==> config.mk <==
export PLATFORM = sky130hd
export DESIGN_NAME = capture_seq_ctrl
export DESIGN_NICKNAME = d
export VERILOG_FILES = /design/src/rtl/capture_pkg.sv /design/src/rtl/capture_fifo.sv /design/src/rtl/capture_seq_ctrl.sv
export SDC_FILE = /design/constraint.sdc
export NUM_CORES = 1
export LEC_CHECK = 0
export BUFFER_PORTS_ARGS = -buffer_cell sky130_fd_sc_hd__buf_2
export CAP_MARGIN = 25
export CORE_MARGIN = 10
export CORE_UTILIZATION = 55
export DETAILED_ROUTE_END_ITERATION = 8
export GPL_TIMING_DRIVEN = 0
export HOLD_SLACK_MARGIN = 0.12
export PLACE_DENSITY = 0.76
export SLEW_MARGIN = 20
export SYNTH_ARGS = -nofsm -noshare
export SYNTH_HDL_FRONTEND = slang
export SYNTH_SLANG_ARGS = --single-unit
==> constraint.sdc <==
create_clock -name ACLK -period 6.3 [get_ports ACLK]
set_input_delay 0.63 -clock ACLK [delete_from_list [all_inputs] [get_ports ACLK]]
set_output_delay 0.63 -clock ACLK [all_outputs]
set_load 0.02 [all_outputs]
==> src/rtl/capture_pkg.sv <==
// Shared types and widths for the video capture sequencer and its output buffer.
package capture_pkg;

  typedef enum logic [1:0] {
    ST_IDLE     = 2'd0,
    ST_WAIT_SOF = 2'd1,
    ST_CAPTURE  = 2'd2,
    ST_DRAIN    = 2'd3
  } state_e;

  localparam int unsigned OUT_DATA_W = 32;
  localparam int unsigned SIDEBAND_W = 2;

  // Buffer entry is {tuser, tlast, pixel}.
  function automatic int unsigned entry_width(input int unsigned pix_w);
    return pix_w + SIDEBAND_W;
  endfunction

endpackage

==> src/rtl/capture_fifo.sv <==
// Synchronous FIFO with registered full/valid flags; a read frees a slot for a
// write in the same cycle.
module capture_fifo #(
  parameter int unsigned DATA_W = 26,
  parameter int unsigned DEPTH  = 4
) (
  input  logic              clk,
  input  logic              rst,
  input  logic              wr_en,
  input  logic [DATA_W-1:0] wr_data,
  input  logic              rd_en,
  output logic [DATA_W-1:0] rd_data,
  output logic              full,
  output logic              valid
);

  localparam int unsigned AW = (DEPTH > 1) ? $clog2(DEPTH) : 1;
  localparam int unsigned CW = AW + 1;

  logic [DATA_W-1:0] mem_q [DEPTH];
  logic [DATA_W-1:0] mem_d [DEPTH];
  logic [AW-1:0]     wr_ptr_q, wr_ptr_d;
  logic [AW-1:0]     rd_ptr_q, rd_ptr_d;
  logic [CW-1:0]     cnt_q, cnt_d;
  logic              full_q, full_d;
  logic              valid_q, valid_d;
  logic              wr_fire_c, rd_fire_c;

  always_comb begin
    mem_d     = mem_q;
    wr_ptr_d  = wr_ptr_q;
    rd_ptr_d  = rd_ptr_q;
    rd_fire_c = rd_en & valid_q;
    wr_fire_c = wr_en & (~full_q | rd_fire_c);
    if (wr_fire_c) begin
      mem_d[wr_ptr_q] = wr_data;
      wr_ptr_d        = wr_ptr_q + AW'(1);
    end
    if (rd_fire_c) begin
      rd_ptr_d = rd_ptr_q + AW'(1);
    end
    cnt_d   = cnt_q + CW'(wr_fire_c) - CW'(rd_fire_c);
    full_d  = (cnt_d == CW'(DEPTH));
    valid_d = (cnt_d != '0);
  end

  always_ff @(posedge clk or posedge rst) begin
    if (rst) begin
      for (int i = 0; i < int'(DEPTH); i++) begin
        mem_q[i] <= '0;
      end
      wr_ptr_q <= '0;
      rd_ptr_q <= '0;
      cnt_q    <= '0;
      full_q   <= 1'b0;
      valid_q  <= 1'b0;
    end else begin
      mem_q    <= mem_d;
      wr_ptr_q <= wr_ptr_d;
      rd_ptr_q <= rd_ptr_d;
      cnt_q    <= cnt_d;
      full_q   <= full_d;
      valid_q  <= valid_d;
    end
  end

  assign rd_data = mem_q[rd_ptr_q];
  assign full    = full_q;
  assign valid   = valid_q;

endmodule

==> src/rtl/capture_seq_ctrl.sv <==
// Frame capture sequencer: locks onto SOF, counts frame geometry, tags line/frame
// boundaries and streams pixels out over AXI-Stream through a small buffer.
module capture_seq_ctrl
  import capture_pkg::*;
#(
  parameter int unsigned PIX_W      = 24,
  parameter int unsigned CNT_W      = 12,
  parameter int unsigned FIFO_DEPTH = 4
) (
  input  logic                  ACLK,
  input  logic                  ARESET,
  input  logic                  cfg_enable,
  input  logic                  cfg_single,
  input  logic                  cfg_clear,
  input  logic [CNT_W-1:0]      cfg_hsize,
  input  logic [CNT_W-1:0]      cfg_vsize,
  input  logic                  vid_valid,
  input  logic                  vid_sof,
  input  logic [PIX_W-1:0]      vid_data,
  output logic                  m_axis_tvalid,
  input  logic                  m_axis_tready,
  output logic [OUT_DATA_W-1:0] m_axis_tdata,
  output logic                  m_axis_tlast,
  output logic                  m_axis_tuser,
  output logic                  busy,
  output logic                  frame_done,
  output logic                  overflow,
  output logic                  sof_err,
  output logic [15:0]           frame_count
);

  localparam int unsigned ENTRY_W = entry_width(PIX_W);

  state_e             state_q, state_d;
  logic [CNT_W-1:0]   x_q, x_d, y_q, y_d;
  logic [CNT_W-1:0]   hsize_q, hsize_d, vsize_q, vsize_d;
  logic               busy_q, busy_d;
  logic               frame_done_q, frame_done_d;
  logic               overflow_q, overflow_d;
  logic               sof_err_q, sof_err_d;
  logic [15:0]        frame_count_q, frame_count_d;

  logic               fifo_full, fifo_valid;
  logic [ENTRY_W-1:0] rd_entry;
  logic [ENTRY_W-1:0] wr_entry_c;
  logic [CNT_W-1:0]   eff_h_c, eff_v_c, cur_h_c, cur_v_c, cur_x_c, cur_y_c;
  logic               start_c, pix_c, last_x_c, last_y_c, rd_fire_c, drop_c;
  logic               drain_done_c;

  // Pixel decode: the SOF pixel uses freshly latched geometry at position (0,0).
  always_comb begin
    eff_h_c      = (cfg_hsize == '0) ? CNT_W'(1) : cfg_hsize;
    eff_v_c      = (cfg_vsize == '0) ? CNT_W'(1) : cfg_vsize;
    start_c      = (state_q == ST_WAIT_SOF) & cfg_enable & vid_valid & vid_sof;
    pix_c        = start_c | ((state_q == ST_CAPTURE) & vid_valid);
    cur_h_c      = start_c ? eff_h_c : hsize_q;
    cur_v_c      = start_c ? eff_v_c : vsize_q;
    cur_x_c      = start_c ? '0 : x_q;
    cur_y_c      = start_c ? '0 : y_q;
    last_x_c     = (cur_x_c == cur_h_c - CNT_W'(1));
    last_y_c     = (cur_y_c == cur_v_c - CNT_W'(1));
    rd_fire_c    = fifo_valid & m_axis_tready;
    drop_c       = pix_c & fifo_full & ~rd_fire_c;
    wr_entry_c   = {start_c, last_x_c, vid_data};
    drain_done_c = (state_q == ST_DRAIN) & ~fifo_valid;
  end

  always_comb begin
    state_d       = state_q;
    x_d           = x_q;
    y_d           = y_q;
    hsize_d       = hsize_q;
    vsize_d       = vsize_q;
    frame_done_d  = 1'b0;
    frame_count_d = frame_count_q;

    unique case (state_q)
      ST_IDLE: begin
        if (cfg_enable) state_d = ST_WAIT_SOF;
      end
      ST_WAIT_SOF: begin
        if (!cfg_enable) begin
          state_d = ST_IDLE;
        end else if (start_c) begin
          hsize_d = eff_h_c;
          vsize_d = eff_v_c;
          state_d = (last_x_c && last_y_c) ? ST_DRAIN : ST_CAPTURE;
        end
      end
      ST_CAPTURE: begin
        if (pix_c && last_x_c && last_y_c) state_d = ST_DRAIN;
      end
      ST_DRAIN: begin
        if (drain_done_c) begin
          frame_done_d  = 1'b1;
          frame_count_d = frame_count_q + 16'd1;
          state_d       = (cfg_single || !cfg_enable) ? ST_IDLE : ST_WAIT_SOF;
        end
      end
      default: state_d = ST_IDLE;
    endcase

    // Dropped pixels still advance geometry so tlast/tuser stay aligned.
    if (pix_c) begin
      x_d = last_x_c ? '0 : cur_x_c + CNT_W'(1);
      if (last_x_c) y_d = last_y_c ? '0 : cur_y_c + CNT_W'(1);
    end

    if (cfg_clear) frame_count_d = '0;
    overflow_d = drop_c | (overflow_q & ~cfg_clear);
    sof_err_d  = ((state_q == ST_CAPTURE) & vid_valid & vid_sof) | (sof_err_q & ~cfg_clear);
    busy_d     = (state_d != ST_IDLE);
  end

  always_ff @(posedge ACLK or posedge ARESET) begin
    if (ARESET) begin
      state_q       <= ST_IDLE;
      x_q           <= '0;
      y_q           <= '0;
      hsize_q       <= '0;
      vsize_q       <= '0;
      busy_q        <= 1'b0;
      frame_done_q  <= 1'b0;
      overflow_q    <= 1'b0;
      sof_err_q     <= 1'b0;
      frame_count_q <= '0;
    end else begin
      state_q       <= state_d;
      x_q           <= x_d;
      y_q           <= y_d;
      hsize_q       <= hsize_d;
      vsize_q       <= vsize_d;
      busy_q        <= busy_d;
      frame_done_q  <= frame_done_d;
      overflow_q    <= overflow_d;
      sof_err_q     <= sof_err_d;
      frame_count_q <= frame_count_d;
    end
  end

  capture_fifo #(
    .DATA_W (ENTRY_W),
    .DEPTH  (FIFO_DEPTH)
  ) u_fifo (
    .clk     (ACLK),
    .rst     (ARESET),
    .wr_en   (pix_c),
    .wr_data (wr_entry_c),
    .rd_en   (m_axis_tready),
    .rd_data (rd_entry),
    .full    (fifo_full),
    .valid   (fifo_valid)
  );

  assign m_axis_tvalid = fifo_valid;
  assign m_axis_tdata  = OUT_DATA_W'(rd_entry[PIX_W-1:0]);
  assign m_axis_tlast  = rd_entry[PIX_W];
  assign m_axis_tuser  = rd_entry[PIX_W+1];
  assign busy          = busy_q;
  assign frame_done    = frame_done_q;
  assign overflow      = overflow_q;
  assign sof_err       = sof_err_q;
  assign frame_count   = frame_count_q;

endmodule

==> impl_metrics.json, run 1 <==
{
  "die-area_sq_mm": 0.0231,
  "worstSetupEndpointType": "flip-flop",
  "ys.flop_type": "dfrtp_1",
  "required_ns": 6.59,
  "grt-ovfl-total": 0,
  "row_count": 48,
  "cp_num_buf_inv": 6,
  "grt_max_degree": 104,
  "ys_ff_latch": 183,
  "slew_headroom_pct": 40.0,
  "ios": 111,
  "arrival_ns": 6.16,
  "slowest_stage": "or4b_1",
  "fin_crit_sh_pct": 93.1,
  "hold_path.class": "in -> async",
  "finalHoldViolations": 0,
  "rsz0062_at_grt": "false",
  "finish.net_count": 1060,
  "utilization_pct": 64.3,
  "synth_area_per_cell_sq_um": 11.1,
  "combinationalPowerShare_pct": 41.3,
  "ctsHtreeMaxLevel": 4,
  "track_usage_pct": 19.8,
  "place_congestion": 0.913,
  "r2r_setup_slack_ns": 0.43,
  "ys_types": 72,
  "dp_hpwl_mm": 16.4,
  "power.switching_mw": 1.88,
  "netlist_area_sq_mm": 0.00960,
  "clkSlewWorstSetupHoldPaths_ns": 0.07,
  "ys_warn_count": 0,
  "cap_violations": 0,
  "synthArstFlopShare_pct": 100,
  "cts_buffers": 17,
  "leakage_nw": 5.02,
  "initial_utilization_pct": 55.9,
  "irDropWorstVdd_uv": 323,
  "ant_nets": 0,
  "die_x_um": 152,
  "swShare_pct": 37.4,
  "final_max_slew_viol_count": 0,
  "wl_mm": 22.9,
  "grt_pass1_wl_mm": 38.1,
  "core_sq_mm": 0.0172,
  "die_y_um": 152,
  "fin_hold_ws_ns": 0.278,
  "worstSetupStartpointType": "flip-flop",
  "cts_tree": "built",
  "antenna_found_initial": 0,
  "setup_viol": 0,
  "initialDrtViolationCount": 431,
  "grt_pass1_vias": 7385,
  "via_per_inst": 5.89,
  "tightest_slew_ns": 0.892,
  "dr_total_vias": 7250,
  "synth-edff-count": 0,
  "dr.pass1.iters": 5,
  "path_cells": "buf_2 > nand3b_4 > nor2_4 > buf_1 > buf_2 > clkbuf_2 > mux2i_1 > ha_1 > clkbuf_1 > or4b_1 > o31a_1 > nor4_1 > mux2_2 > o2111ai_1 > nor4b_2 > and2_1 > clkbuf_1 > a21o_1 > a21oi_1",
  "pwr-share-clk_pct": 21.1,
  "insertion_delay_ns": 0.43,
  "cp_top_family": "simple AND/OR/NAND/NOR gates",
  "r2r_start": "state_q[1]",
  "r2r.worst_path.cells": 19,
  "cp_max_fo": 10,
  "io_buffers": 100,
  "route.detailed.drc": 0,
  "cts_root_buf": "clkbuf_16",
  "power_frac_seq_pct": 37.6,
  "cp_slowest_stage_delay_ns": 0.57,
  "drive_gt1_share_pct": 28.2,
  "ys_seq_area_share_pct": 47.7,
  "fillers": 1348,
  "wl_per_cell_um": 18.6,
  "intPower_mw": 3.15,
  "p_per_area_mw_per_mm2": 456,
  "diodes": 0,
  "timing.rr.end": "y_q[7]",
  "clock_skew_ns": 0.0108,
  "critPathKind": "reg -> reg",
  "period_minus_slack_ns": 5.87,
  "cts_sinks": 183,
  "status": "finished clean",
  "synthToLayoutAreaGrowth_pct": 15.0,
  "fmaxAchievable_ghz": 0.170,
  "netlist_instances": 865,
  "crit_cells": 19,
  "clock_path_buffers": 2
}
power groups by stage:
stage                     sequential (mW)  clock (mW)  combinational, mW
after floorplan                      1.82           0               1.60
after global placement               1.88           0               2.01
after detailed placement             1.90           0               2.08
after CTS                            1.89        1.08               2.09
after global routing                 1.94        1.14               2.27
final                                1.89        1.06               2.08
per-stage QoR:
step | worst slack (ns) | cells | total power [mW] | TNS [ns] | cell area, sq um
after global placement | -1.37 | 1197 | 3.89 | -248.70 | 10400
after CTS | 0.342 | 1230 | 5.06 | 0 | 11000
after floorplan | 0.698 | 872 | 3.42 | 0 | 9630
final | 0.432 | 1230 | 5.03 | 0 | 11000
after global routing | 0.0837 | 1230 | 5.36 | 0 | 11000
after detailed placement | 0.0696 | 1198 | 3.98 | 0 | 10400
routing by layer:
metal  track usage (%)  part of all wire, %
met3              4.60                  5.7
met5                 0                    0
met1              25.4                   44
met4              4.91                 0.68
met2              33.2                   50
cell families after synthesis:
kind of cell               Yosys count  share of synthesized area (%)
other                                1                         0.0391
buffers and inverters               79                           3.56
xor gates and xnor gates            55                           5.17
and+or+nand+nor                    276                           15.2
adders and majority gates           12                           1.64
muxes                              129                           18.1
AOI/OAI and AO/OA                  130                           8.63
DFF                                183                           47.7
worst register-to-register path: stages (launching register included):
cell and delay [ns]:
dfrtp_1 0.35, buf_2 0.16, nand3b_4 0.26, nor2_4 0.21, buf_1 0.42, buf_2 0.38, clkbuf_2 0.34, mux2i_1 0.31
ha_1 0.20, clkbuf_1 0.34, or4b_1 0.57, o31a_1 0.27, nor4_1 0.26, mux2_2 0.24, o2111ai_1 0.12, nor4b_2 0.50
and2_1 0.19, clkbuf_1 0.29, a21o_1 0.25, a21oi_1 0.09
sequential cells by signal (all words and copies together), names as in the netlist:
name / count
busy: 1
u_fifo.rd_ptr_q: 2
u_fifo.cnt_q: 3
vsize_q: 12
overflow: 1
hsize_q: 12
state_q: 2
u_fifo.wr_ptr_q: 2
frame_done: 1
x_q: 12
sof_err: 1
u_fifo.full: 1
y_q: 12
u_fifo.mem_q: 104
u_fifo.valid: 1
frame_count: 16
cells in the mapped netlist, types with 11 or more instances:
| cell | n | share of area, % |
|---|---|---|
| a21oi_1 | 24 | 1.3 |
| and3_1 | 12 | 0.78 |
| clkbuf_1 | 33 | 1.3 |
| dfrtp_1 | 183 | 48 |
| ha_1 | 11 | 1.4 |
| inv_1 | 27 | 1.1 |
| mux2_2 | 97 | 11 |
| mux4_2 | 26 | 6.1 |
| nand2_1 | 105 | 4.1 |
| nand3_1 | 21 | 1.1 |
| nor2_1 | 39 | 1.5 |
| nor4_1 | 12 | 0.78 |
| o21ai_0 | 45 | 2.3 |
| xnor2_1 | 25 | 2.3 |
| xor2_1 | 29 | 2.6 |
timing repair:
| action | CTS | global route |
|---|---|---|
| hold buffers | 0 | 0 |
| buffers inserted | 0 | 0 |
| gates resized for setup | 0 | 2 |
| endpoints found under the setup margin | 0 | 9 |
placed cells by master, fill, tap and decap left out, drive strengths merged, types with 26 or more instances in the layout:
cell type	n
buf	119
clkbuf	51
dfrtp	183
inv	36
mux2	97
mux4	26
nand2	105
nor2	40
o21ai	47
xor2	29
how the worst max path moves through the flow:
stage	from	to	slack (ns)
after floorplan	ARESET	busy	0.70
after global placement	ARESET	hsize_q[8]	-1.37
after detailed placement	vid_valid	y_q[7]	0.07
after CTS	state_q[1]	y_q[4]	0.34
after global routing	state_q[1]	y_q[4]	0.08
final	state_q[1]	y_q[7]	0.43
layout make-up:
class | count | area [sq um] | share of cell area, %
Buffer | 51 | 238 | 2.15
Clock buffer | 18 | 439 | 3.98
Clock inverter | 14 | 154 | 1.39
Inverter | 28 | 113 | 1.02
Multi-Input combinational cell | 610 | 4710 | 42.6
Sequential cell | 183 | 4580 | 41.5
Tap cell | 225 | 282 | 2.55
Timing Repair Buffer | 101 | 528 | 4.78
Note: power is estimated with default switching activity, not from simulation.
==> inputs of run 2 (changes only) <==
--- a/config.mk
+++ b/config.mk
@@ -7,6 +7,7 @@
 export LEC_CHECK = 0
 export BUFFER_PORTS_ARGS = -buffer_cell sky130_fd_sc_hd__buf_2
 export CAP_MARGIN = 25
+export CORE_ASPECT_RATIO = 0.8
 export CORE_MARGIN = 10
 export CORE_UTILIZATION = 55
 export DETAILED_ROUTE_END_ITERATION = 8
==> impl_metrics.json, run 2 (synthesis results as in run 1) <==
{
  "status": "finished clean",
  "cts_tree": "built",
  "path_cells": "buf_2 > nand3b_4 > nor2_4 > buf_2 > clkbuf_2 > mux2i_1 > ha_1 > clkbuf_1 > or4b_1 > o31a_1 > nor4_1 > mux2_2 > o2111ai_1 > nor4b_2 > and2_1 > clkbuf_1 > a21o_1 > a21oi_1",
  "die_x_um": 168,
  "final_cell_mix": "dfrtp_1, nand2_1, buf_2",
  "core_sq_mm": 0.0172,
  "cts_sinks": 183,
  "track_usage_pct": 20.2,
  "synthToLayoutAreaGrowth_pct": 15.1,
  "fin_crit_sh_pct": 88.0,
  "clock_path_buffers": 2,
  "largest_register_ffs": 104,
  "dr_total_vias": 7300,
  "grt_pass1_wl_mm": 39.0,
  "rsz0062_at_grt": "false",
  "slowest_stage": "or4b_1",
  "hold_path.class": "in -> async",
  "fin_hold_ws_ns": 0.289,
  "row_count": 43,
  "worstSetupStartpointType": "flip-flop",
  "initialDrtViolationCount": 676,
  "slew_headroom_pct": 42.3,
  "worstSetupEndpointType": "flip-flop",
  "finalHoldViolations": 0,
  "ctsHtreeMaxLevel": 4,
  "diodes": 0,
  "setup_viol": 0,
  "tns_ns": 0,
  "die-area_sq_mm": 0.0232,
  "regMostFlops": "u_fifo.mem_q",
  "p_per_area_mw_per_mm2": 461,
  "cp_max_fo": 14,
  "finish.net_count": 1060,
  "arrival_ns": 5.82,
  "place_ws_ns": 0.0298,
  "cts_buffers": 17,
  "utilization_pct": 64.2,
  "total_power_mw": 5.09,
  "dp_hpwl_mm": 17.0,
  "final_max_slew_viol_count": 0,
  "insertion_delay_ns": 0.44,
  "wl_per_cell_um": 19.1,
  "grt-ovfl-total": 0,
  "ant_nets": 0,
  "ios": 111,
  "required_ns": 6.58,
  "leakage_nw": 5.02,
  "critPathKind": "reg -> reg",
  "initial_utilization_pct": 55.8,
  "die_y_um": 138,
  "via_per_inst": 5.94,
  "fin_ws_ns": 0.758,
  "dr.pass1.iters": 5,
  "antenna_found_initial": 0,
  "irDropWorstVdd_uv": 249,
  "fmaxAchievable_ghz": 0.180,
  "grt_max_degree": 101,
  "grt_pass1_vias": 7483,
  "post-cts-setup-buffers": 0,
  "place_congestion": 0.927,
  "cp_slowest_stage_delay_ns": 0.59,
  "cts_root_buf": "clkbuf_16",
  "tightest_slew_ns": 0.865,
  "layout_commonest_cell": "dfrtp_1",
  "period_minus_slack_ns": 5.54,
  "wl_mm": 23.5,
  "cap_violations": 0,
  "io_buffers": 100,
  "drive_gt1_share_pct": 27.9,
  "clkSlewWorstSetupHoldPaths_ns": 0.07,
  "clock_skew_ns": 0.0141,
  "route.detailed.drc": 0
}
## run 2: timing repair
item,in CTS,in global routing
hold buffers,0,0
setup endpoints to repair,0,13
gates resized for setup,0,2
endpoints found under the hold margin,0,0
## run 2: through the flow
stage,cells,area (sq um)
finish,1229,11100
global route,1229,11100
CTS,1229,11000
detailed placement,1198,10400
global placement,1197,10400
floorplan,872,9630
## run 2: final timing paths
path                                     end  slack (ns)  depth (start not counted)               from
max in group asynchronous         hsize_q[9]        5.13                          3             ARESET
setup reg to reg                     y_q[10]        0.76                         18         state_q[1]
setup / recovery                     y_q[10]        0.76                         18         state_q[1]
hold reg to reg            u_fifo.mem_q[103]        0.48                          2  u_fifo.mem_q[103]
min in group ACLK                 hsize_q[4]        0.43                          3       cfg_hsize[4]
hold / removal               frame_count[10]        0.29                          2             ARESET
## run 2: cell type report
cell class / instances / area, sq um
plain buffers: 50 / 234
clock buffers: 22 / 464
clock inverters: 9 / 140
fillers: 1409 / 6170
inverters: 28 / 113
multi-input cells: 610 / 4710
flip-flops and latches: 183 / 4580
well taps: 225 / 282
repair buffers: 102 / 533
## run 2: worst max-delay path, delay by kind of cell (launching register included)
family / cells / cell delay, ns
simple gates: 6 / 2.12
buf+inv: 5 / 1.45
compound gates: 4 / 0.75
mux: 2 / 0.50
flops: 1 / 0.36
fa+ha+maj: 1 / 0.18
## run 2: report_power, final
group | internal [mW] | switching (mW)
Combinational | 0.997 | 1.09
Sequential | 1.61 | 0.285
Clock | 0.648 | 0.461
Total | 3.26 | 1.83
## run 2: per-layer routing
| metal | vias up | GRT usage, % | wire [um] |
|---|---|---|---|
| met5 | - | 0 | 0 |
| met4 | 0 | 5.40 | 211 |
| met3 | 20 | 5.01 | 1570 |
| met2 | 238 | 30.0 | 10500 |
| met1 | 3673 | 29.0 | 11200 |
| li1 | 3369 | - | - |
==> inputs of run 3 (changes only) <==
--- a/config.mk
+++ b/config.mk
@@ -9,11 +9,12 @@
 export CAP_MARGIN = 25
 export CORE_ASPECT_RATIO = 0.8
 export CORE_MARGIN = 10
-export CORE_UTILIZATION = 55
+export CORE_UTILIZATION = 61
+export CTS_BUF_LIST = sky130_fd_sc_hd__clkbuf_4
 export DETAILED_ROUTE_END_ITERATION = 8
 export GPL_TIMING_DRIVEN = 0
 export HOLD_SLACK_MARGIN = 0.12
-export PLACE_DENSITY = 0.76
+export PLACE_DENSITY = 0.83
 export SLEW_MARGIN = 20
 export SYNTH_ARGS = -nofsm -noshare
 export SYNTH_HDL_FRONTEND = slang
==> impl_metrics.json, run 3 (synthesis results as in run 1) <==
{
  "hold_path.class": "in -> reg",
  "wl_per_cell_um": 18.9,
  "final_max_slew_viol_count": 0,
  "antenna_found_initial": 0,
  "diodes": 0,
  "setup_viol": 0,
  "ctsHtreeMaxLevel": 4,
  "period_minus_slack_ns": 5.87,
  "io_buffers": 100,
  "core_sq_mm": 0.0152,
  "via_per_inst": 6.04,
  "fin_ws_ns": 0.431,
  "insertion_delay_ns": 0.59,
  "wl_mm": 23.0,
  "place_congestion": 0.979,
  "worstSetupStartpointType": "flip-flop",
  "largest_register_ffs": 104,
  "cp_max_fo": 10,
  "dr_total_vias": 7345,
  "dr.pass1.iters": 8,
  "p_per_area_mw_per_mm2": 434,
  "placed_area_sq_mm": 0.0104,
  "initial_utilization_pct": 63.1,
  "leakage_nw": 4.89,
  "track_usage_pct": 21.5,
  "tightest_slew_ns": 0.916,
  "finalInstanceArea_sq_mm": 0.0107,
  "grt_pass1_vias": 7243,
  "drive_gt1_share_pct": 28.1,
  "finish.net_count": 1061,
  "grt-ovfl-total": 0,
  "clock_path_buffers": 2,
  "cts_sinks": 183,
  "ant_nets": 0,
  "post-cts-setup-buffers": 0,
  "status": "finished clean",
  "slew_headroom_pct": 38.4,
  "grt_pass1_wl_mm": 37.7,
  "ios": 111,
  "worstSetupEndpointType": "flip-flop",
  "arrival_ns": 6.30,
  "cap_violations": 0,
  "fin_crit_sh_pct": 93.2,
  "clock_skew_ns": 0.0282,
  "layout_commonest_cell": "dfrtp_1",
  "irDropWorstVdd_uv": 256,
  "critPathKind": "reg -> reg",
  "die-area_sq_mm": 0.0212,
  "numPlacedInstances": 1183,
  "dp_hpwl_mm": 16.6,
  "synthToLayoutAreaGrowth_pct": 11.8,
  "final_cell_mix": "dfrtp_1, nand2_1, buf_2",
  "required_ns": 6.73,
  "route.detailed.drc": 0,
  "rsz0062_at_grt": "false",
  "regMostFlops": "u_fifo.mem_q",
  "die_x_um": 160,
  "cts_root_buf": "clkbuf_4",
  "cts_tree": "built",
  "die_y_um": 132,
  "initialDrtViolationCount": 763,
  "finalHoldViolations": 0,
  "grt_max_degree": 106,
  "fmaxAchievable_ghz": 0.170,
  "clkSlewWorstSetupHoldPaths_ns": 0.16,
  "place_ws_ns": 0.0798,
  "row_count": 40,
  "cts_buffers": 17,
  "instances_no_fill": 1216
}
==> run 3: per-layer routing <==
layer	track usage (%)	part of all wire, %	vias up
met2	32.0	45	279
li1	-	-	3373
met1	30.7	46	3659
met5	0	0	-
met4	6.16	1.4	0
met3	5.09	7.4	34
==> run 3: worst paths after layout <==
path                                       start               end  slack (ns)  cells after the start
worst max-delay path                  state_q[1]           y_q[10]        0.43                     19
max in group asynchronous                 ARESET        hsize_q[0]        4.73                      4
worst min-delay path                cfg_hsize[4]        hsize_q[4]        0.26                      3
worst min register to register  u_fifo.mem_q[77]  u_fifo.mem_q[77]        0.50                      2
worst max register to register        state_q[1]           y_q[10]        0.43                     19
min in group asynchronous                 ARESET  u_fifo.mem_q[16]        0.65                      3
==> run 3: final cells by class <==
class	instances	area [sq um]
inverter	28	113
sequential	183	4580
clock buffer	17	128
buffer	51	238
multi-input combinational	610	4710
tap	210	263
clock inverter	15	168
timing repair buffer	102	538
fill	1139	4480
==> run 3: worst max-delay path: stages, from the launching register on <==
cell,delay (ns)
dfrtp_1,0.38
buf_2,0.16
nand3b_4,0.27
nor2_4,0.20
buf_1,0.47
buf_2,0.39
clkbuf_2,0.35
mux2i_1,0.29
ha_1,0.18
clkbuf_1,0.32
or4b_1,0.58
o31a_1,0.28
nor4_1,0.21
mux2_2,0.19
o2111ai_1,0.11
nor4b_2,0.48
and2_1,0.19
clkbuf_1,0.28
a21o_1,0.26
a21oi_1,0.10
==> run 3: report_power, final <==
part | switching, mW | internal, mW | leakage [nW]
sequential | 0.286 | 1.60 | 2.31
combinational | 1.10 | 0.999 | 2.42
clock | 0.433 | 0.245 | 0.153
total | 1.81 | 2.85 | 4.89
==> run 3: through the flow <==
step | setup TNS [ns] | utilization (%) | power (mW) | hold slack (ns)
3_5_place_dp | 0 | 68.5 | 3.99 | 0.473
5_1_grt | 0 | 70.5 | 4.97 | 0.222
3_3_place_gp | -226.05 | 68.3 | 3.90 | 0.460
4_1_cts | 0 | 70.5 | 4.67 | 0.223
6_report | 0 | 70.5 | 4.66 | 0.264
2_1_floorplan | 0 | - | 3.42 | 0.445
==> run 3: repair_timing <==
item,CTS,global route
hold buffers,1,0
hold endpoints to repair,78,0
resized for setup,0,2
endpoints found under the setup margin,0,11
